--- config.mk ---
export PLATFORM = sky130hd
export DESIGN_NAME = fetch_queue_flat
export DESIGN_NICKNAME = d
export VERILOG_FILES = /design/src/rtl/fetch_queue_if.sv /design/src/rtl/fetch_queue.sv /design/src/flat_wrapper.sv
export SDC_FILE = /design/constraint.sdc
export NUM_CORES = 1
export LEC_CHECK = 0
export ABC_CLOCK_PERIOD_IN_PS = 8700
export BUFFER_PORTS_ARGS = -buffer_cell sky130_fd_sc_hd__buf_2
export CELL_PAD_IN_SITES_DETAIL_PLACEMENT = 1
export CELL_PAD_IN_SITES_GLOBAL_PLACEMENT = 1
export CORE_UTILIZATION = 45
export CTS_BUF_LIST = sky130_fd_sc_hd__clkbuf_8 sky130_fd_sc_hd__clkbuf_16
export DETAILED_ROUTE_END_ITERATION = 8
export PLACE_DENSITY = 0.74
export SYNTH_ARGS = -nofsm -noshare
export SYNTH_HDL_FRONTEND = slang
export SYNTH_SLANG_ARGS = --single-unit
--- constraint.sdc ---
create_clock -name in_clk -period 8.7 [get_ports in_clk]
set_input_delay 1.305 -clock in_clk [delete_from_list [all_inputs] [get_ports in_clk]]
set_output_delay 1.305 -clock in_clk [all_outputs]
set_load 0.05 [all_outputs]
--- src/rtl/fetch_queue_if.sv ---
// Instruction-memory and dispatch-side signals of the fetch front end.
// master = fetch_queue, slave = imem model / dispatch stage.
interface fetch_queue_if #(
    parameter int PC_WIDTH = 64
);
    logic                out_imem_req;
    logic [PC_WIDTH-1:0] out_imem_addr;
    logic [31:0]         in_imem_rdata;
    logic                out_valid;
    logic [31:0]         out_insnbits;
    logic [PC_WIDTH-1:0] out_pc;
    logic                in_stall;
    logic                in_redirect;
    logic [PC_WIDTH-1:0] in_redirect_pc;
    logic                out_fetch_done;

    modport master (
        output out_imem_req, out_imem_addr, out_valid, out_insnbits, out_pc, out_fetch_done,
        input  in_imem_rdata, in_stall, in_redirect, in_redirect_pc
    );

    modport slave (
        input  out_imem_req, out_imem_addr, out_valid, out_insnbits, out_pc, out_fetch_done,
        output in_imem_rdata, in_stall, in_redirect, in_redirect_pc
    );
endinterface

--- src/rtl/fetch_queue.sv ---
// Instruction-fetch front end: PC owner, single-outstanding imem reader and in-order FIFO.
// Optional macro FETCH_STATIC_B_EN: follow unconditional B in the fetch stage (one bubble).
module fetch_queue #(
    parameter int QUEUE_DEPTH = 4,
    parameter int PC_WIDTH    = 64
) (
    input  logic                in_clk,
    input  logic                in_rst,
    input  logic [PC_WIDTH-1:0] in_start_pc,
    fetch_queue_if.master       bus
);
    localparam int PTR_W = $clog2(QUEUE_DEPTH);
    localparam int CNT_W = PTR_W + 1;

    logic [PC_WIDTH-1:0] pc_r, pc_nx;
    logic                if_valid_r, if_valid_nx;
    logic [PC_WIDTH-1:0] if_pc_r, if_pc_nx;
    logic                halted_r, halted_nx;
    logic [PTR_W-1:0]    head_r, head_nx;
    logic [PTR_W-1:0]    tail_r, tail_nx;
    logic [CNT_W-1:0]    count_r, count_nx;

    logic [31:0]         mem_insn_r [QUEUE_DEPTH];
    logic [PC_WIDTH-1:0] mem_pc_r   [QUEUE_DEPTH];

    logic                valid_r, valid_nx;
    logic [31:0]         insn_r, insn_nx;
    logic [PC_WIDTH-1:0] head_pc_r, head_pc_nx;
    logic                done_r, done_nx;

    logic [CNT_W:0]      occ_s;
    logic                req_s;
    logic                push_s;
    logic                pop_s;
    logic                is_hlt_s;

    function automatic logic hlt_match(input logic [31:0] word);
        return (word & 32'hFFE0_001F) == 32'hD440_0000;
    endfunction

    // Issue/push/pop qualifiers; occupancy deliberately ignores a same-cycle pop.
    always_comb begin
        occ_s    = {1'b0, count_r} + {{CNT_W{1'b0}}, if_valid_r};
        req_s    = !in_rst && !halted_r && !bus.in_redirect && (occ_s < (CNT_W+1)'(QUEUE_DEPTH));
        push_s   = if_valid_r && !in_rst && !bus.in_redirect;
        pop_s    = valid_r && !bus.in_stall && !in_rst && !bus.in_redirect;
        is_hlt_s = hlt_match(bus.in_imem_rdata);
    end

    // Next-state for PC, in-flight tracking, halt flag and FIFO pointers.
    always_comb begin
        pc_nx       = pc_r;
        if_valid_nx = if_valid_r;
        if_pc_nx    = if_pc_r;
        halted_nx   = halted_r;
        head_nx     = head_r;
        tail_nx     = tail_r;
        count_nx    = count_r;
        if (bus.in_redirect) begin
            pc_nx       = bus.in_redirect_pc & ~(PC_WIDTH'(3));
            if_valid_nx = 1'b0;
            halted_nx   = 1'b0;
            head_nx     = {PTR_W{1'b0}};
            tail_nx     = {PTR_W{1'b0}};
            count_nx    = {CNT_W{1'b0}};
        end else begin
            if (push_s) begin
                tail_nx = tail_r + PTR_W'(1);
            end else begin
                tail_nx = tail_r;
            end
            if (pop_s) begin
                head_nx = head_r + PTR_W'(1);
            end else begin
                head_nx = head_r;
            end
            case ({push_s, pop_s})
                2'b10:   count_nx = count_r + CNT_W'(1);
                2'b01:   count_nx = count_r - CNT_W'(1);
                default: count_nx = count_r;
            endcase
            if (push_s && is_hlt_s) begin
                halted_nx = 1'b1;
            end else begin
                halted_nx = halted_r;
            end
            if (req_s) begin
                if_pc_nx = pc_r;
            end else begin
                if_pc_nx = if_pc_r;
            end
`ifdef FETCH_STATIC_B_EN
            // A taken B retargets the PC and kills whatever was issued alongside it.
            if (push_s && (bus.in_imem_rdata[31:26] == 6'b000101)) begin
                pc_nx       = if_pc_r + {{(PC_WIDTH-28){bus.in_imem_rdata[25]}},
                                         bus.in_imem_rdata[25:0], 2'b00};
                if_valid_nx = 1'b0;
            end else if (req_s) begin
                pc_nx       = pc_r + PC_WIDTH'(4);
                if_valid_nx = 1'b1;
            end else begin
                pc_nx       = pc_r;
                if_valid_nx = 1'b0;
            end
`else
            if (req_s) begin
                pc_nx       = pc_r + PC_WIDTH'(4);
                if_valid_nx = 1'b1;
            end else begin
                pc_nx       = pc_r;
                if_valid_nx = 1'b0;
            end
`endif
        end
    end

    // Registered head view: a push lands at the head only when it is the sole entry next cycle.
    always_comb begin
        valid_nx   = (count_nx != {CNT_W{1'b0}});
        insn_nx    = 32'h0000_0000;
        head_pc_nx = {PC_WIDTH{1'b0}};
        if (!valid_nx) begin
            insn_nx    = 32'h0000_0000;
            head_pc_nx = {PC_WIDTH{1'b0}};
        end else if (push_s && (count_nx == CNT_W'(1))) begin
            insn_nx    = bus.in_imem_rdata;
            head_pc_nx = if_pc_r;
        end else begin
            insn_nx    = mem_insn_r[head_nx];
            head_pc_nx = mem_pc_r[head_nx];
        end
        done_nx = halted_nx && (count_nx == {CNT_W{1'b0}}) && !if_valid_nx;
    end

    // Control and output registers with synchronous reset.
    always_ff @(posedge in_clk) begin
        if (in_rst) begin
            pc_r       <= in_start_pc & ~(PC_WIDTH'(3));
            if_valid_r <= 1'b0;
            if_pc_r    <= {PC_WIDTH{1'b0}};
            halted_r   <= 1'b0;
            head_r     <= {PTR_W{1'b0}};
            tail_r     <= {PTR_W{1'b0}};
            count_r    <= {CNT_W{1'b0}};
            valid_r    <= 1'b0;
            insn_r     <= 32'h0000_0000;
            head_pc_r  <= {PC_WIDTH{1'b0}};
            done_r     <= 1'b0;
        end else begin
            pc_r       <= pc_nx;
            if_valid_r <= if_valid_nx;
            if_pc_r    <= if_pc_nx;
            halted_r   <= halted_nx;
            head_r     <= head_nx;
            tail_r     <= tail_nx;
            count_r    <= count_nx;
            valid_r    <= valid_nx;
            insn_r     <= insn_nx;
            head_pc_r  <= head_pc_nx;
            done_r     <= done_nx;
        end
    end

    // FIFO storage; contents are qualified by count so no reset is needed.
    always_ff @(posedge in_clk) begin
        if (push_s) begin
            mem_insn_r[tail_r] <= bus.in_imem_rdata;
            mem_pc_r[tail_r]   <= if_pc_r;
        end
    end

    assign bus.out_imem_req   = req_s;
    assign bus.out_imem_addr  = pc_r;
    assign bus.out_valid      = valid_r;
    assign bus.out_insnbits   = insn_r;
    assign bus.out_pc         = head_pc_r;
    assign bus.out_fetch_done = done_r;
endmodule
--- src/flat_wrapper.sv ---
// flat-port wrapper written by rule: the top's interface ports become plain ports
module fetch_queue_flat 
#(
    parameter int QUEUE_DEPTH = 4,
    parameter int PC_WIDTH    = 64
)
  (in_clk, in_rst, in_start_pc, bus_out_imem_req, bus_out_imem_addr, bus_out_valid, bus_out_insnbits, bus_out_pc, bus_out_fetch_done, bus_in_imem_rdata, bus_in_stall, bus_in_redirect, bus_in_redirect_pc);
  fetch_queue_if #(.PC_WIDTH(PC_WIDTH)) bus_i ();
  input  logic in_clk;
  input  logic in_rst;
  input  logic [PC_WIDTH-1:0] in_start_pc;
  output wire logic [$bits(bus_i.out_imem_req)-1:0] bus_out_imem_req;
  output wire logic [$bits(bus_i.out_imem_addr)-1:0] bus_out_imem_addr;
  output wire logic [$bits(bus_i.out_valid)-1:0] bus_out_valid;
  output wire logic [$bits(bus_i.out_insnbits)-1:0] bus_out_insnbits;
  output wire logic [$bits(bus_i.out_pc)-1:0] bus_out_pc;
  output wire logic [$bits(bus_i.out_fetch_done)-1:0] bus_out_fetch_done;
  input wire logic [$bits(bus_i.in_imem_rdata)-1:0] bus_in_imem_rdata;
  input wire logic [$bits(bus_i.in_stall)-1:0] bus_in_stall;
  input wire logic [$bits(bus_i.in_redirect)-1:0] bus_in_redirect;
  input wire logic [$bits(bus_i.in_redirect_pc)-1:0] bus_in_redirect_pc;
  assign bus_out_imem_req = bus_i.out_imem_req;
  assign bus_out_imem_addr = bus_i.out_imem_addr;
  assign bus_out_valid = bus_i.out_valid;
  assign bus_out_insnbits = bus_i.out_insnbits;
  assign bus_out_pc = bus_i.out_pc;
  assign bus_out_fetch_done = bus_i.out_fetch_done;
  assign bus_i.in_imem_rdata = bus_in_imem_rdata;
  assign bus_i.in_stall = bus_in_stall;
  assign bus_i.in_redirect = bus_in_redirect;
  assign bus_i.in_redirect_pc = bus_in_redirect_pc;
  fetch_queue #(.QUEUE_DEPTH(QUEUE_DEPTH), .PC_WIDTH(PC_WIDTH)) u_core (.in_clk(in_clk), .in_rst(in_rst), .in_start_pc(in_start_pc), .bus(bus_i));
endmodule
# Yosys cells after proc, flatten, opt, wreduce, memory -nomap -nowiden

Memories as Yosys holds them, arrays and structs flattened.
Cells that the tools add are included.

RAM bits: 384
Memories: 2
Register bits: 235
Output and inout bits: 163
Logic and storage cells: 65

Reduce and logical (&&, ||, !) cells: 23
Multiplexer cells: 15
Equality and inequality tests: 4
Add/subtract/negate cells: 6
Bitwise gates (word level): 2
Magnitude comparators: 1

Memories:

| memory            | depth | bits a word | rd ports | clocked after memory_dff | write ports | line              | source |
|---|---|---|---|---|---|---|---|
| u_core.mem_pc_r   | 4     | 64          | 1        | 0                        | 1           | fetch_queue.sv:24 | `logic [PC_WIDTH-1:0] mem_pc_r [QUEUE_DEPTH];` |
| u_core.mem_insn_r | 4     | 32          | 1        | 0                        | 1           | fetch_queue.sv:23 | `logic [31:0] mem_insn_r [QUEUE_DEPTH];` |

Operators by type and width:

| cell                                                                         | count |
|---|---|
| 64-bit two-way mux                                                           | 4 |
| 64-bit by 3-bit adder with 64-bit output, second input constant              | 1 |
| 32-bit two-way mux                                                           | 1 |
| 16-bit == test, second input constant                                        | 1 |
| 1-bit logical AND                                                            | 12 |
| 1-bit two-way mux                                                            | 6 |
| 3-bit one-hot mux with 2 select lines                                        | 1 |
| 3-bit nonzero test                                                           | 2 |
| 1-bit logical NOT                                                            | 5 |
| 2-bit by 1-bit adder with 2-bit output, second input constant                | 2 |
| 3-bit by 1-bit adder with 4-bit output                                       | 1 |
| 4-bit by 3-bit less-than comparator with 1-bit output, second input constant | 1 |
| 2-bit two-way mux                                                            | 2 |
| 2-bit OR reduction                                                           | 2 |
| 3-bit by 1-bit adder with 3-bit output, second input constant                | 1 |
| 3-bit by 1-bit == test with 1-bit output, second input constant              | 1 |
| 3-bit logical NOT                                                            | 1 |
| 3-bit two-way mux                                                            | 1 |
| 3-bit by 1-bit subtractor with 3-bit output, second input constant           | 1 |
| 2-bit by 1-bit == test with 1-bit output, second input constant              | 1 |
| 2-bit == test, second input constant                                         | 1 |
| 1-bit NOT                                                                    | 2 |
| 2-bit AND reduction                                                          | 1 |

# Depth between registers and ports, before layout

Word-level depth: 10
Gate-level depth with buffers: 15

# Worst setup path before layout

OpenSTA, ideal clock, no wires.

Path kind: input to register
Start: in in_rst
End: mem u_core.mem_insn_r[2][0], enable pin
Data required time: 8,236 ps
Arrival time: 4,179 ps
Stages on the path: 4
Buffers on the path: 2
Setup slack: 4,057 ps
Cell sequence: buf_2 > nor2_1 > clkbuf_1 > and3_1

Word-level cells in the longest chain between the ends: 5

RTL lines:

| item                                    | line               | source |
|---|---|---|
| from (decl)                             | flat_wrapper.sv:10 | `input logic in_rst;` |
| 1-bit logical NOT                       | fetch_queue.sv:45  | `push_s = if_valid_r && !in_rst && !bus.in_redirect;` |
| 1-bit logical AND (2 in a row)          | fetch_queue.sv:45  |  |
| 1-bit two-way mux                       | fetch_queue.sv:166 | `if (push_s) begin` |
| 1-bit two-way mux (implied by the code) | fetch_queue.sv:167 | `mem_insn_r[tail_r] <= bus.in_imem_rdata;` |
| to (decl)                               | fetch_queue.sv:23  |  |

Every way passes these cells.

# Worst setup path after layout

Start: in bus_in_redirect
End: reg u_core.insn_r[25] (netlist: u_core.bus.out_insnbits[25])

Word-level cells in the longest chain between the ends: 8

RTL lines:

| item                                                                           | line                                   | source |
|---|---|---|
| from (decl)                                                                    | flat_wrapper.sv:20                     | `input wire logic [$bits(bus_i.in_redirect)-1:0] bus_in_redirect;` |
| 1-bit logical NOT                                                              | fetch_queue.sv:45, fetch_queue.sv:46   |  |
| 1-bit logical AND, on equally long branches                                    | fetch_queue.sv:46, fetch_queue.sv:45   |  |
| 2-bit by 1-bit == test with 1-bit output or 2-bit == test (tied branches)      | fetch_queue.sv:77                      | `case ({push_s, pop_s})` |
| 3-bit one-hot mux with 2 select lines                                          | fetch_queue.sv:77                      |  |
| 3-bit two-way mux                                                              | fetch_queue.sv:59                      | `if (bus.in_redirect) begin` |
| 3-bit by 1-bit == test with 1-bit output or 3-bit nonzero test (tied branches) | fetch_queue.sv:125, fetch_queue.sv:119 |  |
| 1-bit logical AND or 1-bit NOT (tied branches)                                 | -                                      |  |
| 32-bit two-way mux or 2-bit OR reduction (tied branches)                       | -                                      |  |
| to (signal assigned)                                                           | fetch_queue.sv:158                     | `insn_r <= insn_nx;` |
| to (decl)                                                                      | fetch_queue.sv:27                      | `logic [31:0] insn_r, insn_nx;` |

Parallel ways exist; a longest one is shown, timed or not.
A chain may end at the register's enable or synchronous reset.

==> summary.md <==
| Metric | Value |
|---|---|
| Synth Area in Compound Gates | `8.16%` |
| Seq/Total Area, Yosys | `a little over two thirds` |
| Startpoint Class | `input pin` |
| Warnings from Yosys | `0` |
| Largest net degree at the start of global routing | `between 70 and 80` |
| Largest area contributor in the netlist | `edfxtp_1` |
| Final nets | `1995` |
| RSZ-0062 raised after global routing | `false` |
| Clock transition at path regs | `0.06 ns` |
| DR vias/cell | `5.65` |
| Antenna Cells | `0` |
| Post-CTS setup buffers | `0` |
| First-pass GRT wire length | `92800 µm` |
| Core area | `roughly 51000 µm²` |
| Tmin final | `5.27 ns` |
| Synth Area in XOR/XNOR | `2.06%` |
| CP Cell Sequence | `buf_2 > or2_2 > nor2_1 > ha_1 > fa_1 > xnor2_1 > xnor2_1 > nor3_1 > mux2i_1 > nor2_4 > buf_12 > a22o_1` |
| Crit path kind | `in2reg` |
| P&R area growth vs syn | `18.1%` |
| Reg2reg setup slack | `around 4.8 ns` |
| Final TNS setup | `0 ns` |
| Commonest non-fill, non-tap cells in the layout | `edfxtp_1, buf_2, nand2_1` |
| WHS | `about 0.51 ns` |
| Crit path DAT | `between 5 and 6 ns` |
| Leakage power | `10.0 nW` |
| Max_slew headroom | `29.6%` |
| Die Span Y | `230 µm` |
| CTS Buffer Depth | `3` |
| Crit end category | `flop` |
| Die width | `approximately 230 µm` |
| WP data required | `9.25 ns` |
| Mux share of post-synthesis cell area | `between 9 and 10%` |
| Final WL | `61200 µm` |
| PortBufs | `318` |
| Global route total overflow | `0` |
| Crit-path max FO | `64` |
| Mean Syn Cell Area | `15.4 µm²` |
| Hold_buf cts | `0` |
| Hold Crit Depth | `2` |
| CTS tree | `built` |
| Initial antenna violation count | `3` |
| Synth async-reset ratio | `0%` |
| CP max stage cell | `nor2_4` |
| Cell count of the worst reg-to-reg path | `10` |
| Peak VDD IR | `around 0.17 mV` |
| Initial Utilization | `45.6%` |
| Inserted Clock Buffers | `61` |
| Ratio of cells with drive above 1 in the final layout | `just under 30%` |
| Post-synth EDFFs | `438` |
| Clock sink count | `605` |
| Top Ports | `327` |
| Drt initial violations | `957` |
| Hold Fails Final Rpt | `0` |
| Final period util | `60.6%` |
| Most used flip-flop cell after synthesis | `edfxtp_1` |
| Routed vias | `14400` |
| Critical Path Sink | `u_core.bus.out_insnbits[25]` |
| Pre-antenna DRT Iters | `5` |
| Vias in the first global route | `around 15000` |
| Synthesized netlist cell count | `~1500` |
| DRT antenna net count | `0` |
| Final setup vio count | `0` |
| FP Rows | `83` |
| P per Cell Area | `230 nW/µm²` |
| Commonest non-fill, non-tap cell in the layout | `edfxtp_1` |
| Critical Path Source | `bus_in_redirect` |
| Status | `completed` |
| Clock Skews | `0.0150 ns` |
| Clk_lat worst skew | `0.62 ns` |
| Worst reg2reg path endpoint | `u_core.bus.out_insnbits[25]` |
| Synth top area cells | `edfxtp_1, dfxtp_1, mux4_2` |
| Top cell type's share of synthesized area | `between 50 and 60%` |
| Non-Filler Instances | `approximately 2600` |
| Mapped Area | `23400 µm²` |
| HP Class | `reg2reg` |
| Final slew viol count | `0` |
| Post_cts resized | `0` |
| HPWL Detailed | `36800 µm` |
| Die ar. | `53000 µm²` |
| Fmax | `approximately 0.19 GHz` |
| Simple-Gate Fraction of Synth Area | `under 10%` |
| Final GP Congestion | `0.786` |
| CP peak stage delay | `0.81 ns` |
| Most frequent CP cell | `xnor2_1` |
| Unique cell type count in the Yosys netlist | `between 50 and 60` |
| Max-capacitance violation count | `0` |
| Global Route Usage Sum | `a little under a quarter` |
| WL per Instance | `23.9 µm` |
| Adder-cell share of the synthesized area | `0.406%` |
| Root Driver | `clkbuf_16` |
| DRC | `0` |
| Worst slew pin tran | `1.06 ns` |
| RR Startpoint | `u_core.if_valid_r` |
| Main combinational cell family by area after synthesis | `multiplexers` |
| Synthesized flop and latch total | `around 610` |
| CTS H-tree depth | `2` |
| Placed insts | `about 2400` |
==> cell type report <==
class                   instances  area (µm²)
well taps                     680         851
clock buffers                  73        1710
repair buffers                336        1740
multi-input cells             806        6450
fillers                      5032       23700
clock inverters                42         367
inverters                      14        52.6
flip-flops and latches        605       16500
==> Yosys cell counts (12+ instances only) <==
| library cell | n |
|---|---|
| a21oi_1 | 84 |
| a22o_1 | 94 |
| a22oi_1 | 19 |
| and3_1 | 12 |
| buf_2 | 15 |
| clkbuf_1 | 59 |
| dfxtp_1 | 167 |
| edfxtp_1 | 438 |
| inv_1 | 12 |
| mux2i_1 | 12 |
| mux4_2 | 94 |
| nand2_1 | 181 |
| nand3_1 | 25 |
| nand4_1 | 14 |
| nor2_1 | 32 |
| nor3_1 | 31 |
| nor4_1 | 13 |
| o21ai_0 | 51 |
| xnor2_1 | 43 |
| xor2_1 | 12 |
==> how the worst min path moves through the flow <==
| stage | from | to | slack, ns |
|---|---|---|---|
| 6_report | u_core.halted_r | u_core.halted_r | 0.51 |
| 5_1_grt | u_core.halted_r | u_core.halted_r | 0.53 |
| 3_5_place_dp | u_core.halted_r | u_core.halted_r | 0.49 |
| 2_1_floorplan | u_core.halted_r | u_core.halted_r | 0.45 |
| 4_1_cts | u_core.halted_r | u_core.halted_r | 0.51 |
| 3_3_place_gp | u_core.halted_r | u_core.halted_r | 0.49 |
==> report_power, final <==
part / internal (W) / leakage, nW / switching, W
clock network: 0.00160 / 1.10 / 0.00110
logic: 0.000125 / 3.45 / 0.000297
registers: 0.00317 / 5.44 / 0.0000946
total: 0.00489 / 10.0 / 0.00149
==> per-layer routing <==
layer  GRT usage, %  vias to the layer above  part of all wire (%)
met5              0                        -                 0.041
met4           5.24                        4                   1.7
met3           5.23                       79                   6.6
met2           38.7                      478                    49
met1           30.8                     7425                    43
li1               -                     6450                     -
==> per-stage QoR <==
step	util (%)	power (W)	setup slack (ns)	cell area, µm²
6_report	53.8	0.00638	3.43	27700
5_1_grt	53.8	0.00657	3.11	27700
4_1_cts	53.8	0.00643	3.37	27700
3_5_place_dp	49.8	0.00375	2.76	25600
3_3_place_gp	49.8	0.00373	2.82	25600
2_1_floorplan	-	0.00357	4.06	23400
==> worst max-delay path: cells and delay by family <==
family / cells / cell delay (ns)
muxes: 1 / 0.18
AOI/OAI and AO/OA: 1 / 0.25
adders and majority gates: 2 / 0.63
xor gates and xnor gates: 2 / 0.34
buffers and inverters: 2 / 1.11
and+or+nand+nor: 4 / 1.92
==> kinds of logic (layout without fill, tap and decap cells) <==
kind of cell             after synthesis  count (layout)
flip-flops                           605             605
other                                  1               4
adder cells (fa/ha/maj)                7               7
XOR/XNOR                              55              55
AND/OR/NAND/NOR                      342             342
multiplexers                         112             112
buffers and inverters                110             465
AO/OA/AOI/OAI                        286             286
==> sequential cells by signal, indices dropped and copies added (netlist names) <==
signal and count:
u_core.count_r 3, u_core.bus.out_valid 1, u_core.if_valid_r 1, u_core.bus.out_pc 62
u_core.head_r 2, u_core.mem_insn_r 128, u_core.mem_pc_r 248, u_core.bus.out_insnbits 32
u_core.halted_r 1, u_core.tail_r 2, u_core.if_pc_r 62, u_core.bus.out_fetch_done 1
u_core.bus.out_imem_addr 62
Note: power is estimated with default switching activity, not from simulation.
